`config.mk`:
```
export PLATFORM = sky130hd
export DESIGN_NAME = ptc_sar_tracker
export DESIGN_NICKNAME = d
export VERILOG_FILES = /design/src/rtl/ptc_sar_tracker.sv
export SDC_FILE = /design/constraint.sdc
export NUM_CORES = 1
export LEC_CHECK = 0
export BUFFER_PORTS_ARGS = -buffer_cell sky130_fd_sc_hd__buf_2
export CAP_MARGIN = 15
export CORE_MARGIN = 4
export CORE_UTILIZATION = 49
export DETAILED_ROUTE_END_ITERATION = 12
export GPL_ROUTABILITY_DRIVEN = 0
export GPL_TIMING_DRIVEN = 0
export PLACE_DENSITY = 0.84
export SLEW_MARGIN = 10
export SYNTH_ARGS = -nofsm -noshare
export SYNTH_HDL_FRONTEND = slang
export SYNTH_SLANG_ARGS = --single-unit
export TNS_END_PERCENT = 50
```
`constraint.sdc`:
```
create_clock -name clk -period 1.8 [get_ports clk]
set_input_delay 0.36 -clock clk [delete_from_list [all_inputs] [get_ports clk]]
set_output_delay 0.36 -clock clk [all_outputs]
set_load 0.02 [all_outputs]
```
`src/rtl/ptc_sar_tracker.sv`:
```
// ptc_sar_tracker: SAR delay-code search for the FMDLL, with optional +/-1 LSB tracking and lock detect.
// Build option: define PTC_TRACK_EN to include the tracking states; otherwise the block idles after the search.
module ptc_sar_tracker #(
  parameter int unsigned WIDTH       = 10,
  parameter int unsigned COARSE_BITS = 4,
  parameter int unsigned HOLD_CYCLES = 4,
  parameter int unsigned LOCK_COUNT  = 8
) (
  input  logic                      clk,
  input  logic                      rst,
  input  logic                      start,
  input  logic                      comp,
  output logic [WIDTH-1:0]          q,
  output logic [2**COARSE_BITS-1:0] therm,
  output logic [2**COARSE_BITS-1:0] therm_b,
  output logic                      pd_reset,
  output logic                      busy,
  output logic                      done,
  output logic                      locked
);

  localparam int unsigned THERM_W = 2**COARSE_BITS;
  localparam int unsigned IDX_W   = (WIDTH > 1) ? $clog2(WIDTH) : 1;
  localparam int unsigned HOLD_W  = (HOLD_CYCLES > 1) ? $clog2(HOLD_CYCLES) : 1;
  localparam logic [WIDTH-1:0] Q_MID = WIDTH'(1) << (WIDTH - 1);

  if (WIDTH < COARSE_BITS + 1 || HOLD_CYCLES < 1 || LOCK_COUNT < 1) begin : g_param_check
    $error("ptc_sar_tracker: invalid parameter set");
  end

`ifdef PTC_TRACK_EN
  localparam int unsigned LOCK_W = $clog2(LOCK_COUNT + 1);

  typedef enum logic [2:0] {
    ST_IDLE,
    ST_SETTLE,
    ST_DECIDE,
    ST_TRACK_SETTLE,
    ST_TRACK_DECIDE
  } state_t;

  logic [LOCK_W-1:0] rev_cnt;
  logic              last_dir;
  logic              last_valid;
`else
  typedef enum logic [1:0] {
    ST_IDLE,
    ST_SETTLE,
    ST_DECIDE
  } state_t;
`endif

  state_t            state;
  logic [HOLD_W-1:0] hold_cnt;
  logic [IDX_W-1:0]  bit_idx;
  logic              settle_last;
  logic              restart;

  assign settle_last = (hold_cnt == HOLD_W'(HOLD_CYCLES - 1));

  // A start is honoured when idle, and also aborts tracking; it is ignored mid-search.
`ifdef PTC_TRACK_EN
  assign restart = start && (state == ST_IDLE || state == ST_TRACK_SETTLE ||
                             state == ST_TRACK_DECIDE);
`else
  assign restart = start && (state == ST_IDLE);
`endif

  always_ff @(posedge clk or posedge rst) begin
    if (rst) begin
      state      <= ST_IDLE;
      q          <= '0;
      hold_cnt   <= '0;
      bit_idx    <= IDX_W'(WIDTH - 1);
      pd_reset   <= 1'b0;
      busy       <= 1'b0;
      done       <= 1'b0;
      locked     <= 1'b0;
`ifdef PTC_TRACK_EN
      rev_cnt    <= '0;
      last_dir   <= 1'b0;
      last_valid <= 1'b0;
`endif
    end else begin
      pd_reset <= 1'b0;
      done     <= 1'b0;
      if (restart) begin
        q          <= Q_MID;
        bit_idx    <= IDX_W'(WIDTH - 1);
        hold_cnt   <= '0;
        locked     <= 1'b0;
        busy       <= 1'b1;
        pd_reset   <= 1'b1;
        state      <= ST_SETTLE;
`ifdef PTC_TRACK_EN
        rev_cnt    <= '0;
        last_valid <= 1'b0;
`endif
      end else begin
        case (state)
          ST_SETTLE: begin
            if (settle_last) begin
              hold_cnt <= '0;
              state    <= ST_DECIDE;
            end else begin
              hold_cnt <= hold_cnt + 1'b1;
            end
          end

          ST_DECIDE: begin
            if (!comp) q[bit_idx] <= 1'b0;
            if (bit_idx != '0) begin
              q[bit_idx - 1'b1] <= 1'b1;
              bit_idx           <= bit_idx - 1'b1;
              pd_reset          <= 1'b1;
              state             <= ST_SETTLE;
            end else begin
              done <= 1'b1;
              busy <= 1'b0;
`ifdef PTC_TRACK_EN
              pd_reset <= 1'b1;
              state    <= ST_TRACK_SETTLE;
`else
              locked   <= 1'b1;
              state    <= ST_IDLE;
`endif
            end
          end

`ifdef PTC_TRACK_EN
          ST_TRACK_SETTLE: begin
            if (settle_last) begin
              hold_cnt <= '0;
              state    <= ST_TRACK_DECIDE;
            end else begin
              hold_cnt <= hold_cnt + 1'b1;
            end
          end

          ST_TRACK_DECIDE: begin
            if (comp) begin
              if (q != '1) q <= q + 1'b1;
            end else begin
              if (q != '0) q <= q - 1'b1;
            end
            last_dir   <= comp;
            last_valid <= 1'b1;
            // Lock is raised on the same edge that brings the reversal count to its limit.
            if (last_valid) begin
              if (comp != last_dir) begin
                if (rev_cnt != LOCK_W'(LOCK_COUNT)) rev_cnt <= rev_cnt + 1'b1;
                if (rev_cnt >= LOCK_W'(LOCK_COUNT - 1)) locked <= 1'b1;
              end else begin
                rev_cnt <= '0;
                locked  <= 1'b0;
              end
            end
            pd_reset <= 1'b1;
            state    <= ST_TRACK_SETTLE;
          end
`endif

          default: state <= ST_IDLE;
        endcase
      end
    end
  end

  logic [COARSE_BITS-1:0] coarse;

  always_comb begin
    coarse = q[WIDTH-1 -: COARSE_BITS];
    therm  = '0;
    for (int unsigned k = 0; k < THERM_W; k++) begin
      therm[k] = (k < 32'(coarse));
    end
  end

  assign therm_b = ~therm;

endmodule

```
# Word-level counts from Yosys, hierarchy flattened
# Index checks and enable logic that the tools add are counted.
[word_totals]
ff_bits = 22
input_bits = 4
wordCells = 80
[op_classes]
n_addsub = 2
n_lt_le_gt_ge = 19
n_eq_ne = 5
mux = 32
bitwise_logic = 4
reduce_logical = 10
[ops]
columns = ["op", "count"]
rows = [
  ["$mux 10", 6],
  ["$lt 4x4->1 const A", 7],
  ["$lt 3x4->1 const A", 4],
  ["$not 15->16", 1],
  ["$mux 1", 15],
  ["$mux 4", 3],
  ["$and 10x10->10", 1],
  ["$lt 4x5->1 const B", 2],
  ["$mux 2", 5],
  ["$not 10->10", 1],
  ["$or 10x10->10", 1],
  ["$demux 1 s4", 2],
  ["$ge 4x1->1 const B", 2],
  ["$lt 1x4->1 const A", 2],
  ["$lt 2x4->1 const A", 2],
  ["$reduce_bool 2->1", 3],
  ["$eq 2x2->1 const B", 2],
  ["$pmux 2 s2", 1],
  ["$reduce_and 2->1", 2],
  ["$reduce_bool 4->1", 1],
  ["$sub 4x1->4 const B", 1],
  ["$logic_and 1x1->1", 3],
  ["$ne 3x3->1 const B", 1],
  ["$add 2x1->2 const B", 1],
  ["other kinds (3)", 3],
]

# Depth between registers and ports, before layout
[logic_depth]
ltp_word = 13
depth_mapped = 7
mapped_depth_nobuf = 6

# Worst setup path before layout
# OpenSTA, ideal clock, no wires.
[synth_timing]
kind = "register to output"
startpoint = "register q[7]"
endpoint = "output port therm[4]"
arrival_time_ns = 1.890
t_required_ns = 1.440
slack_ns = -0.450
stages_incl_launch_ff = 6
cell_sequence = "dfrtp_1 > clkbuf_1 > a21oi_1 > inv_2 > a21oi_1 > inv_1"
[synth_between]
elab_chain_len = 1
[synth_rtl]
columns = ["item", "line_no", "source"]
rows = [
  ["start, declared", "13", "output logic [WIDTH-1:0] q,"],
  ["start signal, assigned", "72", "q <= '0;"],
  ["start signal, assigned", "88", "q <= Q_MID;"],
  ["start signal, assigned by index", "111", "if (!comp) q[bit_idx] <= 1'b0;"],
  ["$lt 3x4->1", "175", "therm[k] = (k < 32'(coarse));"],
  ["end, declared", "14", "output logic [2**COARSE_BITS-1:0] therm,"],
]
# Every way passes these cells.

# Final worst setup path
[layout_timing]
startpoint = "register bit_idx[0]"
endpoint = "register q[2]"
[layout_between]
elab_chain_len = 13
elab_cells_between_ends = 21
cone_classes = "add/sub: 1; order compare: 4; mux: 10; bitwise: 3; reduce/logical: 3"
[layout_rtl]
columns = ["item", "line_no", "source"]
rows = [
  ["start, declared", "55", "logic [IDX_W-1:0] bit_idx;"],
  ["start signal, assigned", "74", "bit_idx <= IDX_W'(WIDTH - 1);"],
  ["start signal, assigned", "89", "bit_idx <= IDX_W'(WIDTH - 1);"],
  ["start signal, assigned", "114", "bit_idx <= bit_idx - 1'b1;"],
  ["$lt 4x5->1 (implied by the code) / $ge 4x1->1 (equally long branches)", "111", ""],
  ["$logic_and 1x1->1 (implied by the code)", "111", ""],
  ["$mux 1 (implied by the code)", "111", ""],
  ["$demux 1 s4", "111", ""],
  ["$not 10->10 (no source line)", "--", ""],
  ["$and 10x10->10 (no source line)", "--", ""],
  ["$mux 10", "111", ""],
  ["$mux 10", "100", "case (state)"],
  ["$mux 10", "87", "if (restart) begin"],
  ["$or 10x10->10 (no source line)", "--", ""],
  ["$mux 10 *", "112", "if (bit_idx != '0) begin"],
  ["$mux 10 *", "100", ""],
  ["$mux 10 *", "87", ""],
  ["end signal, assigned", "88", ""],
  ["end signal, assigned by index", "111", ""],
  ["end signal, assigned by index", "113", "q[bit_idx - 1'b1] <= 1'b1;"],
]
# Mark *: on every way between the ends. The rest lies on a longest branch, timed or not. The select of a mux whose other input is x is not followed.
# A chain may end at the register's enable or synchronous reset.

==> results.cfg <==
[synthesis]
synth.avg_cell_area_sq_um = 8.46
syn_nets = 184
ys_seq_elements = 22
yosys.area_share.simple_pct = 25.1
synth_top_family_by_area = simple AND/OR/NAND/NOR gates
synth_cells = 170
synth_compound_gate_area_share_pct = 14.6
yosysWarnings = 0
synth_area_sq_um = 1440
ys_seq_area_share_pct = 38.5
muxShareOfSynthArea_pct = 1.48
yosys.area_share.xor_xnor_pct = 1.22
yosysUniqueCellTypes = 40
synth-adder-area-share_pct = 8.70

[sta]
drv_slew = 0
min_period_ns = 1.73
tightestPinTransition_ns = 0.841
post-route-period-util_pct = 96.1
fmax_ghz = 0.578
hold_violations = 0
tns_ns = 0
finalSetupViolCount = 0
max-slew-margin-rel_pct = 43.9
finClkSkew_ns = 0.00245
fin_hold_ws_ns = 0.194

[floorplanning]
initial_core_util_pct = 51.7
die_h_microns = 62.2
die_w_microns = 62.2
ios = 50
die-area_sq_um = 3860
fp.coreArea_sq_um = 2780
core.rowCount = 19

[min_path]
hold_class = primary input to async pin

[drt]
via_per_inst = 5.26
drc = 0
totalWireLength_microns = 3500
firstDrtPassIters = 4
ant_nets = 0
wl_per_cell_microns = 13.2
drt_iter0_drc = 81
vias = 1388

[power]
peakVddDrop_mv = 1.39
internal_power_mw = 1.41
static-leakage-power_nw = 1.02
pwr-share-comb_pct = 64.5
clkPwrFrac_pct = 9.8
powerDensity_nw_per_um2 = 1480
p_sw_share_pct = 49.4
seq_power_share_pct = 25.7
p_sw_mw = 1.38

[global_route]
antenna_found_initial = 0
grt_max_degree = 23
track_usage_pct = 17.4
grt_pass1_vias = 1273
grt_overflow_total = 0
grt_pass1_wl_microns = 5650

[clock_network]
numCtsBuffers = 3
clkSlewWorstSetupHoldPaths_ns = 0.12
cts_buffer_depth = 2
cts_tree = yes
htreeDepth = 1
clock_latency_ns = 0.31
root_buffer = clkbuf_4
ctsHoldBuffers = 0
numClockSinks = 22

[critical_path]
reg2reg_from = bit_idx[0]
cpLargestDelayFamily = flip-flops
max_stage_delay_ns = 0.56
startpoint_type = flip-flop
slowest_stage = dfstp_2
crit_type = flip-flop to flip-flop
critical_path_required_ns = 2.05
critPathArrivalTime_ns = 1.98
crit_fanout = 7
r2r_slack_ns = 0.07
worstPathCellList = inv_1, ha_1, nor4_2, o211ai_1, a21oi_1
r2r_cells = 5
r2r-end = q[2]
cp-end-kind = flip-flop
critPathBufInv = 1

[run_status]
outcome = complete, no violations

[flow_run]
maxCapViolations = 0

[placement]
placed_area_sq_um = 1730
port_buffers = 47
place_inst = 248
dp_hpwl_microns = 2460

[final_layout]
area_growth_pct = 31.3
drive_above_1_share_pct = 42.9
layout.nets = 248
fin_area_sq_um = 1890
antenna_cells = 0
stdcell_count = 264
utilization_pct = 67.9
==> cell usage in the layout (no fill, tap or decap), types with 2 or more instances in the layout <==
master / count
dfstp_2: 2
buf_4: 19
clkbuf_2: 2
o211ai_1: 2
conb_1: 2
nand2_1: 22
nor3_1: 3
a21oi_2: 3
and2_1: 3
o21ai_1: 9
buf_2: 49
inv_1: 17
a211oi_2: 2
nor2b_1: 3
inv_2: 3
dfrtp_1: 15
dfrtp_2: 5
a22oi_1: 2
xnor2_1: 2
nand3_1: 11
clkbuf_4: 3
nand2b_1: 2
ha_1: 9
a21oi_1: 8
nor2_1: 14
==> cell usage after synthesis, drive strengths merged <==
master  number  area [sq um]
a41oi        1          8.76
or3          1          6.26
nor2        15          56.3
or2          1          6.26
inv         20          75.1
nor3b        1          18.8
nor4         1          12.5
mux2i        1          10.0
a211oi       2          25.0
dfrtp       20           500
buf          8          52.6
ha          10           125
and2b        2          17.5
conb         2          7.51
dfstp        2          52.6
nor2b        3          18.8
a21oi       11          58.8
nand2       22          82.6
o21ai       10          50.1
nor4b        1          23.8
clkbuf       4          15.0
o21a         2          16.3
mux2         1          11.3
o31a         1          8.76
and3         1          6.26
a22oi        2          15.0
nor3         4          25.0
nand2b       2          12.5
xnor2        2          17.5
nand3       11          55.1
and2         3          18.8
o211ai       3          27.5
==> metal layers <==
metal / wire [microns] / vias to the layer above / global-route usage [%]
met2: 1720 / 59 / 29.4
met1: 1420 / 646 / 20.8
met4: 67 / 0 / 7.59
met3: 285 / 7 / 3.96
met5: 0 / - / 0
li1: - / 676 / -
==> worst max-delay path by stage <==
stage | from | slack, ns | end | cells after the start
global route | q[7] | -0.03 | therm[12] | 4
global placement | bit_idx[0] | 0.01 | q[2] | 7
floorplan | q[7] | -0.11 | therm[4] | 5
detailed placement | bit_idx[0] | -0.04 | bit_idx[1] | 7
CTS | bit_idx[1] | 0.0002 | bit_idx[3] | 7
finish | bit_idx[0] | 0.07 | q[2] | 5
==> worst reg2reg max path, delay by kind of cell, from the launching register on <==
family	cells	cell delay (ns)
AOI/OAI and AO/OA	2	0.28
DFF	1	0.56
buffers and inverters	1	0.11
adders and majority gates	1	0.32
and+or+nand+nor	1	0.39
==> sequential cells by signal, indices dropped and copies added, names as in the netlist <==
name and count:
done 1, pd_reset 1, hold_cnt 2, q 10
bit_idx 4, state 2, locked 1, busy 1
==> final cells by class <==
cell class | count | area (sq um)
plain buffers | 9 | 57.6
fillers | 237 | 893
well taps | 31 | 38.8
multi-input cells | 116 | 768
inverters | 20 | 75.1
flip-flops and latches | 22 | 559
clock buffers | 4 | 36.3
repair buffers | 62 | 353
==> repair_timing <==
action	4_1_cts	5_1_grt
pin swaps	0	0
gates resized for setup	2	10
setup buffers	3	12
setup endpoints to repair	22	28
==> metrics by stage <==
stage	total power, mW	setup slack [ns]
3_3_place_gp	2.38	0.0126
3_5_place_dp	2.42	-0.0427
5_1_grt	3.03	-0.0305
6_report	2.79	0.0704
2_1_floorplan	1.94	-0.111
4_1_cts	2.70	0.000190
==> power by group through the flow <==
stage | logic [mW] | registers [mW] | clock network (mW)
5_1_grt | 1.98 | 0.737 | 0.310
2_1_floorplan | 1.18 | 0.762 | 0
6_report | 1.80 | 0.718 | 0.273
3_5_place_dp | 1.70 | 0.718 | 0
3_3_place_gp | 1.67 | 0.715 | 0
4_1_cts | 1.66 | 0.750 | 0.287
==> cells by family (layout without fill, tap and decap cells) <==
logic type	count (synthesis)	in the layout
mux	2	2
other cells	2	2
buf+inv	32	95
flops	22	22
compound gates	32	32
fa+ha+maj	10	10
simple gates	68	68
xor+xnor	2	2
(Power assumes the default switching activity.)
